## src/rtl/pred_pkg.sv

```systemverilog
// Shared definitions for the predictor client, the predictor and its bench model.
// Holds the client FSM state enum, the 2-bit predictor state encodings and a training helper.
// No ports; imported with import pred_pkg::*.
package pred_pkg;

    typedef enum logic [1:0] {
        IDLE    = 2'd0,
        QUERY   = 2'd1,
        CAPTURE = 2'd2,
        TRAIN   = 2'd3
    } state_t;

    typedef enum logic [1:0] {
        SNT = 2'b00,
        WNT = 2'b01,
        WT  = 2'b10,
        ST  = 2'b11
    } pred_state_t;

    // Next state of a 2-bit saturating predictor trained with outcome tk.
    function automatic pred_state_t pred_train(pred_state_t s, logic tk);
        pred_state_t n;
        n = SNT;
        case (s)
            SNT: n = tk ? WNT : SNT;
            WNT: n = tk ? WT  : SNT;
            WT:  n = tk ? ST  : WNT;
            ST:  n = tk ? ST  : WT;
            default: n = SNT;
        endcase
        return n;
    endfunction

endpackage

```

## src/rtl/predictor_client_if.sv

```systemverilog
// Bundles the outcome push channel, the predictor query/train strobes and the statistics.
// master modport = predictor_client side; slave modport = trace source / predictor / observer side.
// Ports: none (signals only); CNT_W sets the statistics counter width.
interface predictor_client_if #(
    parameter int CNT_W = 16
) ();
    logic             in_valid;
    logic             in_taken;
    logic             in_ready;
    logic             prediction;
    logic             result;
    logic             request;
    logic             taken;
    logic             busy;
    logic             upd_valid;
    logic             upd_correct;
    logic [CNT_W-1:0] branch_count;
    logic [CNT_W-1:0] miss_count;
    logic             clr_stats;

    modport master (
        input  in_valid, in_taken, prediction, clr_stats,
        output in_ready, result, request, taken, busy,
               upd_valid, upd_correct, branch_count, miss_count
    );

    modport slave (
        output in_valid, in_taken, prediction, clr_stats,
        input  in_ready, result, request, taken, busy,
               upd_valid, upd_correct, branch_count, miss_count
    );
endinterface

```

## src/rtl/outcome_fifo.sv

```systemverilog
// Purpose: DEPTH x 1-bit synchronous FIFO holding branch outcomes, with full/empty/count.
// Latency: written data is visible at rd_data the cycle after the push when the FIFO was empty.
// Backpressure: full is the caller's ready; a push while full or a pop while empty is ignored.
// Ports: clk, rst (async, active high), wr_en/wr_data, rd_en/rd_data (head), full, empty, count.
module outcome_fifo #(
    parameter int DEPTH = 8
) (
    input  logic                       clk,
    input  logic                       rst,
    input  logic                       wr_en,
    input  logic                       wr_data,
    input  logic                       rd_en,
    output logic                       rd_data,
    output logic                       full,
    output logic                       empty,
    output logic [$clog2(DEPTH):0]     count
);
    localparam int AW = $clog2(DEPTH);
    localparam logic [AW:0] FULL_CNT = (AW+1)'(DEPTH);

    logic [DEPTH-1:0] mem;
    logic [AW-1:0]    wr_ptr;
    logic [AW-1:0]    rd_ptr;
    logic             wr_ok;
    logic             rd_ok;

    assign full    = (count == FULL_CNT);
    assign empty   = (count == '0);
    assign wr_ok   = wr_en & ~full;
    assign rd_ok   = rd_en & ~empty;
    assign rd_data = mem[rd_ptr];

    always_ff @(posedge clk or posedge rst) begin
        if (rst) begin
            mem    <= '0;
            wr_ptr <= '0;
            rd_ptr <= '0;
            count  <= '0;
        end else begin
            if (wr_ok) begin
                mem[wr_ptr] <= wr_data;
                wr_ptr      <= wr_ptr + AW'(1);
            end
            if (rd_ok) begin
                rd_ptr <= rd_ptr + AW'(1);
            end
            // Pointers wrap naturally because DEPTH is a power of two.
            count <= count + {{AW{1'b0}}, wr_ok} - {{AW{1'b0}}, rd_ok};
        end
    end
endmodule

```

## src/rtl/predictor_client.sv

```systemverilog
// Purpose: queues branch outcomes, queries the 2-bit predictor per branch, trains it and keeps hit/miss stats.
// Latency: query 1 cycle after a push into an idle, empty client; one branch retires every 3 cycles.
// Backpressure: in_ready = outcome FIFO not full (no look-ahead to a same-cycle pop); pushes while full are dropped.
// Ports: clk, rst (async, active high), bus (predictor_client_if.master): push channel, predictor
//        strobes result/request/taken with prediction input, busy, upd_valid/upd_correct, counters, clr_stats.
module predictor_client
    import pred_pkg::*;
#(
    parameter int DEPTH = 8,
    parameter int CNT_W = 16
) (
    input  logic                  clk,
    input  logic                  rst,
    predictor_client_if.master    bus
);
    state_t                 state;
    logic                   result_q;
    logic                   request_q;
    logic                   taken_q;
    logic                   pred_q;
    logic                   upd_valid_q;
    logic                   upd_correct_q;
    logic [CNT_W-1:0]       branch_q;
    logic [CNT_W-1:0]       miss_q;

    logic                   head;
    logic                   fifo_full;
    logic                   fifo_empty;
    logic [$clog2(DEPTH):0] fifo_count;
    logic                   pop;
    logic                   miss;

    // The head is consumed on the edge that leaves TRAIN.
    assign pop  = (state == TRAIN);
    assign miss = (pred_q != head);

    outcome_fifo #(
        .DEPTH (DEPTH)
    ) u_fifo (
        .clk     (clk),
        .rst     (rst),
        .wr_en   (bus.in_valid),
        .wr_data (bus.in_taken),
        .rd_en   (pop),
        .rd_data (head),
        .full    (fifo_full),
        .empty   (fifo_empty),
        .count   (fifo_count)
    );

    // Strobes are registered alongside the state so result and request can never overlap
    // and have no combinational path from any input.
    always_ff @(posedge clk or posedge rst) begin
        if (rst) begin
            state         <= IDLE;
            result_q      <= 1'b0;
            request_q     <= 1'b0;
            taken_q       <= 1'b0;
            pred_q        <= 1'b0;
            upd_valid_q   <= 1'b0;
            upd_correct_q <= 1'b0;
        end else begin
            upd_valid_q <= 1'b0;
            case (state)
                IDLE: begin
                    if (!fifo_empty) begin
                        state    <= QUERY;
                        result_q <= 1'b1;
                    end
                end
                QUERY: begin
                    state    <= CAPTURE;
                    result_q <= 1'b0;
                end
                CAPTURE: begin
                    // Predictor answers the cycle after the query strobe.
                    state     <= TRAIN;
                    pred_q    <= bus.prediction;
                    request_q <= 1'b1;
                    taken_q   <= head;
                end
                TRAIN: begin
                    request_q     <= 1'b0;
                    taken_q       <= 1'b0;
                    upd_valid_q   <= 1'b1;
                    upd_correct_q <= ~miss;
                    // Decide on the pre-pop count: more than one entry means work remains.
                    if (fifo_count > ($clog2(DEPTH)+1)'(1)) begin
                        state    <= QUERY;
                        result_q <= 1'b1;
                    end else begin
                        state <= IDLE;
                    end
                end
                default: begin
                    state     <= IDLE;
                    result_q  <= 1'b0;
                    request_q <= 1'b0;
                    taken_q   <= 1'b0;
                end
            endcase
        end
    end

    // Saturating statistics; a clear wins over a same-cycle retirement.
    always_ff @(posedge clk or posedge rst) begin
        if (rst) begin
            branch_q <= '0;
            miss_q   <= '0;
        end else if (bus.clr_stats) begin
            branch_q <= '0;
            miss_q   <= '0;
        end else if (state == TRAIN) begin
            if (branch_q != '1) begin
                branch_q <= branch_q + CNT_W'(1);
            end
            if (miss && (miss_q != '1)) begin
                miss_q <= miss_q + CNT_W'(1);
            end
        end
    end

    assign bus.in_ready     = ~fifo_full;
    assign bus.result       = result_q;
    assign bus.request      = request_q;
    assign bus.taken        = taken_q;
    assign bus.busy         = (state != IDLE) | ~fifo_empty;
    assign bus.upd_valid    = upd_valid_q;
    assign bus.upd_correct  = upd_correct_q;
    assign bus.branch_count = branch_q;
    assign bus.miss_count   = miss_q;
endmodule

```

## src/flat_wrapper.sv

```systemverilog
// flat-port wrapper written by rule: the top's interface ports become plain ports
module predictor_client_flat import pred_pkg::*;
#(
    parameter int DEPTH = 8,
    parameter int CNT_W = 16
)
  (clk, rst, bus_in_valid, bus_in_taken, bus_prediction, bus_clr_stats, bus_in_ready, bus_result, bus_request, bus_taken, bus_busy, bus_upd_valid, bus_upd_correct, bus_branch_count, bus_miss_count);
  predictor_client_if #(.CNT_W(CNT_W)) bus_i ();
  input  logic clk;
  input  logic rst;
  input wire logic [$bits(bus_i.in_valid)-1:0] bus_in_valid;
  input wire logic [$bits(bus_i.in_taken)-1:0] bus_in_taken;
  input wire logic [$bits(bus_i.prediction)-1:0] bus_prediction;
  input wire logic [$bits(bus_i.clr_stats)-1:0] bus_clr_stats;
  output wire logic [$bits(bus_i.in_ready)-1:0] bus_in_ready;
  output wire logic [$bits(bus_i.result)-1:0] bus_result;
  output wire logic [$bits(bus_i.request)-1:0] bus_request;
  output wire logic [$bits(bus_i.taken)-1:0] bus_taken;
  output wire logic [$bits(bus_i.busy)-1:0] bus_busy;
  output wire logic [$bits(bus_i.upd_valid)-1:0] bus_upd_valid;
  output wire logic [$bits(bus_i.upd_correct)-1:0] bus_upd_correct;
  output wire logic [$bits(bus_i.branch_count)-1:0] bus_branch_count;
  output wire logic [$bits(bus_i.miss_count)-1:0] bus_miss_count;
  assign bus_i.in_valid = bus_in_valid;
  assign bus_i.in_taken = bus_in_taken;
  assign bus_i.prediction = bus_prediction;
  assign bus_i.clr_stats = bus_clr_stats;
  assign bus_in_ready = bus_i.in_ready;
  assign bus_result = bus_i.result;
  assign bus_request = bus_i.request;
  assign bus_taken = bus_i.taken;
  assign bus_busy = bus_i.busy;
  assign bus_upd_valid = bus_i.upd_valid;
  assign bus_upd_correct = bus_i.upd_correct;
  assign bus_branch_count = bus_i.branch_count;
  assign bus_miss_count = bus_i.miss_count;
  predictor_client #(.DEPTH(DEPTH), .CNT_W(CNT_W)) u_core (.clk(clk), .rst(rst), .bus(bus_i));
endmodule
```

## config.mk

```make
export PLATFORM = sky130hd
export DESIGN_NAME = predictor_client_flat
export DESIGN_NICKNAME = d
export VERILOG_FILES = /design/src/rtl/pred_pkg.sv /design/src/rtl/predictor_client_if.sv /design/src/rtl/outcome_fifo.sv /design/src/rtl/predictor_client.sv /design/src/flat_wrapper.sv
export SDC_FILE = /design/constraint.sdc
export NUM_CORES = 1
export LEC_CHECK = 0
export ABC_AREA = 1
export BUFFER_PORTS_ARGS = -buffer_cell sky130_fd_sc_hd__buf_2
export CAP_MARGIN = 20
export CELL_PAD_IN_SITES_DETAIL_PLACEMENT = 0
export CELL_PAD_IN_SITES_GLOBAL_PLACEMENT = 1
export CORE_MARGIN = 8
export CORE_UTILIZATION = 40
export CTS_CLUSTER_DIAMETER = 100
export DETAILED_ROUTE_END_ITERATION = 6
export GPL_ROUTABILITY_DRIVEN = 0
export MAX_ROUTING_LAYER = met4
export PLACE_DENSITY = 0.75
export SLEW_MARGIN = 20
export SYNTH_ARGS = -nofsm -noshare
export SYNTH_HDL_FRONTEND = slang
export SYNTH_HIERARCHICAL = 1
export SYNTH_SLANG_ARGS = --single-unit
```

## constraint.sdc

```tcl
create_clock -name clk -period 2.6 [get_ports clk]
set_input_delay 0.26 -clock clk [delete_from_list [all_inputs] [get_ports clk]]
set_output_delay 0.26 -clock clk [all_outputs]
set_load 0.01 [all_outputs]
```

==> impl_metrics.yaml <==
setup_path:
  cp.arrival_ps: 2390
  crit_path_max_fanout: 19
  cpPeakStageDelay_ps: 380
  path_cells: "inv_1, ha_1, nand3_4, nand2_4, ha_1, inv_1, ha_1, inv_1, fa_1, xnor2_1"
  critPathTopFamily: "adder cells"
  crit_required_ps: 2820
  end_kind: "flop"
  crit_slowest_cell: "dfrtp_1"
  start_kind: "flop"
  criticalPathCategory: "flop to flop"
  cp.buffers_inverters: 3
status:
  status: "finished, final reports clean"
placed_design:
  dp_slack_ps: 410.5
  dp_hpwl_um: 6354
  portBuffers: 44
min_path:
  min_path_type: "input port to flop"
global_routing:
  grt_max_degree: 33
  use_met3_pct: 3.195
  top_usage_layer: "met2"
  grt_usage_pct: 14.35
  gr-total-overflow: 0
  grt_use_met1_pct: 18.60
  grt_pass1_wl_um: 14680
  met2_usage_pct: 21.75
  grt_pass1_vias: 3034
  antenna_found_initial: 0
final_layout:
  nNetsFinal: 568
  diodes: 0
  drive_gt1_share_pct: 19.20
  fin_util_pct: 46.78
  final_common_cell: "nand2_1"
  layout_common_cells: "149 x nand2_1, 60 x nor2_1, 58 x dfrtp_1"
  areaGrowthSynthToFinish_pct: 14.26
sta:
  whs_ps: 124.6
  tightest_slew_ps: 732.5
  setup_viol: 0
  max-slew-margin-rel_pct: 51.11
  final-hold-violation-count: 0
  fin_crit_sh_pct: 83.52
  finalWorstSetupSlack_ps: 428.4
  rsz0062_at_grt: "no"
  drv_slew: 0
  max_freq_ghz: 0.4605
  finalClockSkew_ps: 10.67
  layout_min_cycle_time_ps: 2172
  fin_setup_tns_ps: 0
logic_synthesis:
  syn_avg_cell_area_sq_um: 7.525
  synth_top_area_share_pct: 38.73
  netlist_top_cells_area: "dfrtp_1 39%, nand2_1 15%, nor2_1 6.0%"
  syn_nets: 519
  synth_warnings: 6
  synth_top_area_cell: "dfrtp_1"
  synthFlopType: "dfrtp_1"
  yosys.cell_types.count: 37
  synthArstFlopShare_pct: 100.0
  synth-edff-count: 0
  ys_seq_elements: 58
  ys_seq_area_share_pct: 38.73
  syn_area_sq_mm: 0.003747
  synthCells: 498
die:
  ios: 45
  initial_core_util_pct: 40.94
  die_w_um: 112.8
  die_area_sq_mm: 0.01272
  coreArea_sq_mm: 0.009153
  die_height_um: 112.8
  rows: 35
clock_network:
  cts_resized: 0
  hold_buffers: 1
  cts_root_buf: "clkbuf_8"
  clock_sinks: 58
  cts_buffers: 9
  clk_pin_slew_worst_paths_ps: 80
  cts_tree: "built"
  worstSkewPairLatency_ps: 340
  cts_setup_buffers: 0
  clock_path_buffers: 2
  htreeDepth: 3
drt:
  vias: 3217
  dr.pass1.iters: 5
  wl_per_cell_um: 12.92
  drt_wl_total_um: 8563
  avgViaCountPerCell: 4.852
  drc: 0
  first_iter_violations: 159
  ant_nets: 0
pwr:
  netSwitchingFraction_pct: 38.87
  power_uw: 3788
  p_int_uw: 2316
  ir_drop_mv: 0.5812
  pwr_density_cell_mw_per_mm2: 884.7
  switchingPower_uw: 1473
  power_frac_seq_pct: 35.0
  p_clk_share_pct: 27.0
  leakage_uw: 0.002142
  p_comb_share_pct: 38.0
flow_run:
  drv_cap: 0
[sequential cells by signal (all words and copies together) (netlist names), 2 cells and up]
signal and flops:
u_core/bus.branch_count 16, u_core/bus.miss_count 16, u_core/u_fifo/mem 8, u_core/u_fifo/count 4
u_core/u_fifo/rd_ptr 3, u_core/u_fifo/wr_ptr 3, u_core/state 2
[logic make-up after synthesis]
family | Yosys count | synth area share [%]
simple gates | 310 | 38.43
buf+inv | 69 | 8.547
flops | 58 | 38.73
compound gates | 33 | 6.044
fa+ha+maj | 15 | 5.209
xor+xnor | 13 | 3.038
[cell usage after synthesis (2+ instances only)]
library cell and instances:
nand2_1 149, nor2_1 60, dfrtp_1 58, inv_1 56, nand3_1 41, nand4_1 17
ha_1 14, nand2_2 13, nor3_1 9, o21ai_0 9, o21ai_2 8, xor2_1 8
nand2_4 6, nor2_4 5, o21bai_1 5, xnor2_1 5, a21oi_1 4, o21ai_1 4
inv_2 3, nor2_2 3, buf_1 2, buf_12 2, buf_2 2, buf_4 2
[worst reg2reg max path: stages (launching register included)]
cell	delay [ps]
dfrtp_1	380
inv_1	110
ha_1	210
nand3_4	210
nand2_4	150
ha_1	230
inv_1	60
ha_1	160
inv_1	50
fa_1	370
xnor2_1	130
[path summary, 6_finish.rpt]
path	startpoint	end	slack [ps]	depth (start not counted)
setup reg to reg	u_core/u_fifo/count[2]	u_core/u_fifo/count[2]	430	10
hold / removal	bus_prediction	u_core/pred_q	120	3
min in group asynchronous	rst	u_core/bus.branch_count[11]	460	3
setup / recovery	u_core/u_fifo/count[2]	u_core/u_fifo/count[2]	430	10
hold reg to reg	u_core/u_fifo/mem[4]	u_core/u_fifo/mem[4]	480	2
max in group asynchronous	rst	u_core/state[0]	1340	4
[area by class of cell]
class	instances	area, sq um
fillers	942	4871
multi-input cells	371	1976
flip-flops and latches	58	1451
repair buffers	48	252.7
inverters	59	221.5
well taps	111	138.9
clock buffers	9	123.9
clock inverters	7	117.6
[power by group through the flow]
stage | Clock (uW) | Sequential [uW] | Combinational [uW]
final | 1020 | 1330 | 1440
after detailed placement | 0 | 1350 | 1460
after CTS | 1050 | 1330 | 1470
after global placement | 0 | 1340 | 1430
after floorplan | 0 | 1330 | 1150
after global routing | 1090 | 1360 | 1670
[per-stage QoR]
step	instances	instance area [sq um]
after global routing	663	4282
after floorplan	498	3747
after detailed placement	646	4030
after global placement	646	4030
after CTS	663	4282
final	663	4282
[per-layer routing]
metal / up-vias / part of all wire, %
met5: - / 0
met4: 0 / 0.64
met3: 4 / 3.7
met2: 41 / 46
met1: 1499 / 49
li1: 1673 / -
Power figures use the tool's default switching activity.
